[src/rtl/spi_master.sv]
// SPI mode-0 host controller for the SPI RAM/ROM peripheral protocol.
// Sends an 8-bit command and a 24-bit address, then streams single or quad data.
module spi_master #(
    parameter int CLK_DIV  = 2,
    parameter int LEN_BITS = 8
) (
    input  logic                clk,
    input  logic                rst,
    input  logic                start,
    input  logic [1:0]          op,
    input  logic [23:0]         addr,
    input  logic [LEN_BITS-1:0] len,
    output logic                busy,
    input  logic [7:0]          wr_data,
    output logic                wr_ready,
    output logic [7:0]          rd_data,
    output logic                rd_valid,
    output logic                done,
    output logic                spi_clk,
    output logic                spi_select,
    output logic [3:0]          spi_d_out,
    output logic [3:0]          spi_d_oe,
    input  logic [3:0]          spi_d_in
);

    localparam int DW       = LEN_BITS + 3;
    localparam int TW       = (CLK_DIV > 1) ? $clog2(CLK_DIV) : 1;
    localparam int GAP_LAST = (CLK_DIV > 1) ? CLK_DIV - 2 : 0;

    localparam logic [1:0] OP_RD = 2'd0;
    localparam logic [1:0] OP_WR = 2'd1;
    localparam logic [1:0] OP_QR = 2'd2;

    typedef enum logic [2:0] {
        IDLE,
        SELECT,
        CMD,
        DATA,
        DESEL_HI,
        DESEL_LO,
        GAP
    } state_t;

    state_t state, state_nx;

    logic [TW-1:0]       tcnt;
    logic [1:0]          op_q;
    logic [LEN_BITS-1:0] len_q;
    logic [31:0]         hdr;
    logic [4:0]          hcnt;
    logic [DW-1:0]       dcnt;
    logic [DW-1:0]       dlast;
    logic [7:0]          wbuf;
    logic [6:0]          rsh;
    logic [7:0]          rnext;

    logic tick, gap_end, shifting, rise, fall;
    logic accept, last_hdr, last_data, byte_end, wload;

    function automatic logic [7:0] cmd_of(input logic [1:0] o);
        unique case (o)
            OP_WR:   cmd_of = 8'h02;
            OP_QR:   cmd_of = 8'h63;
            default: cmd_of = 8'h03;
        endcase
    endfunction

    assign tick     = (tcnt == TW'(CLK_DIV - 1));
    assign gap_end  = (tcnt == TW'(GAP_LAST));
    assign shifting = (state == CMD) || (state == DATA);
    assign rise     = shifting && tick && !spi_clk;
    assign fall     = shifting && tick && spi_clk;
    assign accept   = start && (state == IDLE) && (op != 2'b11);
    assign last_hdr = (hcnt == 5'd31);

    assign dlast     = (op_q == OP_QR) ? {2'b00, len_q, 1'b1}
                                       : {len_q, 3'b111};
    assign last_data = (dcnt == dlast);
    assign byte_end  = (op_q == OP_QR) ? dcnt[0] : &dcnt[2:0];
    assign rnext     = (op_q == OP_QR) ? {rsh[3:0], spi_d_in}
                                       : {rsh, spi_d_in[1]};

    // Next write byte is fetched as the last bit of the current one goes out.
    assign wload = fall && (state == DATA) && (op_q == OP_WR)
                && (&dcnt[2:0]) && (dcnt[DW-1:3] < len_q);

    assign wr_ready = !rst && ((accept && op == OP_WR) || wload);

    always_ff @(posedge clk or posedge rst) begin
        if (rst) begin
            tcnt <= '0;
        end else if (state == IDLE || tick) begin
            tcnt <= '0;
        end else begin
            tcnt <= tcnt + 1'b1;
        end
    end

    always_ff @(posedge clk or posedge rst) begin
        if (rst) begin
            state <= IDLE;
        end else begin
            state <= state_nx;
        end
    end

    // The done/idle cycle counts as the final cycle of the deselect gap.
    always_comb begin
        state_nx = state;
        unique case (state)
            IDLE:     if (accept) state_nx = SELECT;
            SELECT:   if (tick) state_nx = CMD;
            CMD:      if (rise && last_hdr) state_nx = DATA;
            DATA:     if (rise && last_data) state_nx = DESEL_HI;
            DESEL_HI: if (tick) state_nx = DESEL_LO;
            DESEL_LO: if (tick) state_nx = (CLK_DIV == 1) ? IDLE : GAP;
            GAP:      if (gap_end) state_nx = IDLE;
            default:  state_nx = IDLE;
        endcase
    end

    always_ff @(posedge clk or posedge rst) begin
        if (rst) begin
            busy       <= 1'b0;
            done       <= 1'b0;
            rd_valid   <= 1'b0;
            rd_data    <= '0;
            spi_clk    <= 1'b0;
            spi_select <= 1'b1;
            spi_d_out  <= '0;
            spi_d_oe   <= 4'b0001;
            op_q       <= '0;
            len_q      <= '0;
            hdr        <= '0;
            hcnt       <= '0;
            dcnt       <= '0;
            wbuf       <= '0;
            rsh        <= '0;
        end else begin
            busy     <= (state_nx != IDLE);
            done     <= (state != IDLE) && (state_nx == IDLE);
            rd_valid <= 1'b0;
            unique case (state)
                IDLE: begin
                    if (accept) begin
                        op_q       <= op;
                        len_q      <= len;
                        hdr        <= {cmd_of(op), addr};
                        wbuf       <= wr_data;
                        hcnt       <= '0;
                        dcnt       <= '0;
                        spi_select <= 1'b0;
                        spi_clk    <= 1'b0;
                        spi_d_oe   <= 4'b0001;
                        spi_d_out  <= {3'b000, cmd_of(op)[7]};
                    end
                end
                CMD: begin
                    if (rise) begin
                        spi_clk <= 1'b1;
                        hcnt    <= hcnt + 5'd1;
                        if (last_hdr && op_q == OP_QR) begin
                            spi_d_oe <= 4'b0000;
                        end
                    end
                    if (fall) begin
                        spi_clk   <= 1'b0;
                        hdr       <= hdr << 1;
                        spi_d_out <= {3'b000, hdr[30]};
                    end
                end
                DATA: begin
                    if (rise) begin
                        spi_clk <= 1'b1;
                        rsh     <= rnext[6:0];
                        if (byte_end && op_q != OP_WR) begin
                            rd_valid <= 1'b1;
                            rd_data  <= rnext;
                        end
                        if (!last_data) begin
                            dcnt <= dcnt + 1'b1;
                        end
                    end
                    if (fall) begin
                        spi_clk <= 1'b0;
                        if (op_q == OP_WR) begin
                            spi_d_out <= {3'b000, wbuf[~dcnt[2:0]]};
                        end else begin
                            spi_d_out <= '0;
                        end
                        if (wload) begin
                            wbuf <= wr_data;
                        end
                    end
                end
                DESEL_HI: begin
                    if (tick) begin
                        spi_clk <= 1'b0;
                    end
                end
                DESEL_LO: begin
                    if (tick) begin
                        spi_select <= 1'b1;
                        spi_d_oe   <= 4'b0001;
                        spi_d_out  <= '0;
                    end
                end
                default: ;
            endcase
        end
    end

endmodule

[config.mk]
export PLATFORM = sky130hd
export DESIGN_NAME = spi_master
export DESIGN_NICKNAME = d
export VERILOG_FILES = /design/src/rtl/spi_master.sv
export SDC_FILE = /design/constraint.sdc
export NUM_CORES = 1
export LEC_CHECK = 0
export ABC_AREA = 1
export BUFFER_PORTS_ARGS = -buffer_cell sky130_fd_sc_hd__buf_2
export CORE_ASPECT_RATIO = 0.9
export CORE_MARGIN = 4
export CORE_UTILIZATION = 30
export DETAILED_ROUTE_END_ITERATION = 6
export PLACE_DENSITY = 0.49
export SYNTH_ARGS = -nofsm -noshare
export SYNTH_HDL_FRONTEND = slang
export SYNTH_SLANG_ARGS = --single-unit
[constraint.sdc]
create_clock -name clk -period 4.2 [get_ports clk]
set_input_delay 1.26 -clock clk [delete_from_list [all_inputs] [get_ports clk]]
set_output_delay 1.26 -clock clk [all_outputs]
set_load 0.02 [all_outputs]
==> metrics.cfg <==
[detailed_routing]
drt-wirelength-per-cell_um=13.4
vias=4274
drt_iter0_markers=316
wirelength_mm=12.0
ant_nets=0
drtPass1Iterations=5
drc=0
viasPerCell=4.77

[setup_path]
crit_chain=nor2_4 -> nand2_2 -> inv_2 -> nand3_1 -> nor4b_1 -> o21ai_1 -> a21oi_1 -> buf_2
max_stage_delay_ns=0.45
crit_arrival_ns=2.27
cp-end-kind=output port
slowest_stage=dfrtp_1
startpoint_type=flop
critPathKind=flop to output port
path_max_fanout=9
cp.required_ns=2.94

[die]
coreArea_sq_um=16100
initial_core_util_pct=30.5
fp.dieArea_sq_um=18500
die_w_um=143
rows=44
ioPinCount=71
fp.dieH_um=130

[sta]
setup_slack_ns=0.671
period_needed_ns=3.53
finalHoldViolations=0
slew_violations=0
fmax_ghz=0.283
tightest_slew_ns=0.887
final.setup_skew_ns=0.00406
rsz0062_at_grt=no
timing.setup.tns_ns=0
post-route-period-util_pct=84.0
setup-violations-final=0
maxSlewHeadroom_pct=40.8

[grt]
antenna_found_initial=0
grt_max_degree=52
grt_use_total_pct=13.7
grt_pass1_wl_mm=20.4
grt_overflow=0
grt_pass1_vias=4134

[logic_synthesis]
synth_cell_types=39
syn_area_per_cell_sq_um=7.83
netlist_instances=629
ys_seq_area_share_pct=46.3
netlist_area_sq_um=4930
yosys_register_bits=91
ys_warn_count=0

[power]
total_power_w=0.00167
power_density_nw_per_um2=294
ir_drop_v=0.000127
power_leakage_nw=2.88

[placement]
placed_area_sq_um=5430
port_buffers=64
dp_hpwl_mm=8.78
place_ws_ns=1.01
place_congestion=0.850

[clocking]
cts_made_buffers=9
clock-sinks=91
cts_hold_buf=0
ctsHtreeMaxLevel=3
ctsResizeCount=0
cts_tree=done
clk_pin_slew_ns=0.06
clockRootBuffer=clkbuf_16
clk_latency_ns=0.35
cts_setup_buffers=0
clk_path_buf_depth=2

[layout]
multi_input_area_sq_um=2200
fillCellCount=1709
stdcell_area_sq_um=5690
regArea_sq_um=2280
synthToLayoutAreaGrowth_pct=15.4
final_common_cell=nand2_1
final_util_pct=35.3
most-common-layout-cells=170 x nand2_1, 89 x dfrtp_1, 74 x inv_1
drive_gt1_share_pct=16.8
antenna_cells=0
final_nets=745

[min_path]
worstHoldPathType=flop to flop

[flow_run]
max_cap_violations=0

[outcome]
status=finished clean

==> power breakdown <==
group	leakage, nW	internal [W]	switching [W]
combinational	1.61	0.0000180	0.0000316
clock	0.126	0.000414	0.000331
sequential	1.15	0.000877	0
==> metrics by stage <==
stage	hold slack, ns	std cells
floorplan	0.437	634
global placement	0.458	881
detailed placement	0.459	881
CTS	0.474	896
global route	0.499	896
finish	0.473	896
==> area by class of cell <==
class | count | area share [%]
timing repair buffer | 68 | 6.38
inverter | 87 | 5.76
clock inverter | 2 | 0.220
clock buffer | 13 | 4.40
multi-input combinational | 428 | 38.6
tap | 207 | 4.55
sequential | 91 | 40.1
==> state kept, by name, summed over array words and instances, names as in the netlist <==
name        flops
busy            1
op_q            2
state           3
rd_valid        1
rd_data         8
rsh             7
len_q           8
spi_select      1
spi_d_out       1
hdr            31
wbuf            8
hcnt            5
spi_clk         1
done            1
spi_d_oe        1
dcnt           11
tcnt            1
==> cell families after synthesis <==
family	share of synthesized area, %
other	0.0761
buffers and inverters	9.80
DFF	46.3
and+or+nand+nor	23.7
xor gates and xnor gates	1.60
adders and majority gates	2.79
AOI/OAI and AO/OA	15.7
==> worst paths after layout <==
check | start | endpoint | slack (ns) | depth (start not counted)
worst max register to register | state[0]$_DFF_PP0_ | hdr[21]$_DFFE_PP0P_ | 1.63 | 11
max in group asynchronous | rst | spi_d_oe[0]$_DFFE_PP1P_ | 2.37 | 3
worst max-delay path | state[2]$_DFF_PP0_ | wr_ready | 0.67 | 8
worst min register to register | wbuf[1]$_DFFE_PP0P_ | wbuf[1]$_DFFE_PP0P_ | 0.47 | 2
min in group asynchronous | rst | hdr[0]$_DFFE_PP0P_ | 1.09 | 2
worst min-delay path | wbuf[1]$_DFFE_PP0P_ | wbuf[1]$_DFFE_PP0P_ | 0.47 | 2
==> per-layer routing <==
metal	global-route usage, %	share of wire [%]
met1	19.4	49
met2	20.4	45
met3	2.95	4.1
met4	5.09	1.1
met5	0	0
==> cells in the mapped netlist <==
library cell,count,area (sq um)
buf_4,8,60.1
nor4_1,1,6.26
o211ai_1,23,173
inv_2,12,45.0
nor2_4,3,33.8
ha_1,11,138
nor4b_1,1,8.76
xor2_1,9,78.8
o21ai_0,72,360
nand2_1,170,638
nand4_1,3,18.8
o21ai_1,4,20.0
buf_6,2,22.5
a21oi_1,10,50.1
nand2_4,1,11.3
buf_2,5,25.0
o32a_1,1,10.0
nor3_2,1,10.0
dfrtp_1,89,2230
clkbuf_1,13,48.8
a21o_1,2,15.0
inv_1,75,282
a21oi_2,1,8.76
nor2_1,28,105
nor3_1,7,35.0
conb_1,1,3.75
a211oi_4,1,20.0
a211oi_1,1,7.51
nand2_2,6,37.5
nand3_1,46,230
a22o_1,2,17.5
nor3b_1,1,7.51
dfstp_2,2,52.6
nor2_2,2,12.5
o22ai_1,5,31.3
or2_2,1,6.26
a31oi_1,3,18.8
o21ai_2,5,43.8
nand3b_1,1,7.51
==> critical path, delay by kind of cell, from the launching register on <==
kind | cells | cell delay [ns]
compound gates | 2 | 0.38
buf+inv | 2 | 0.36
simple gates | 4 | 0.72
flops | 1 | 0.45
(Power assumes the default switching activity.)
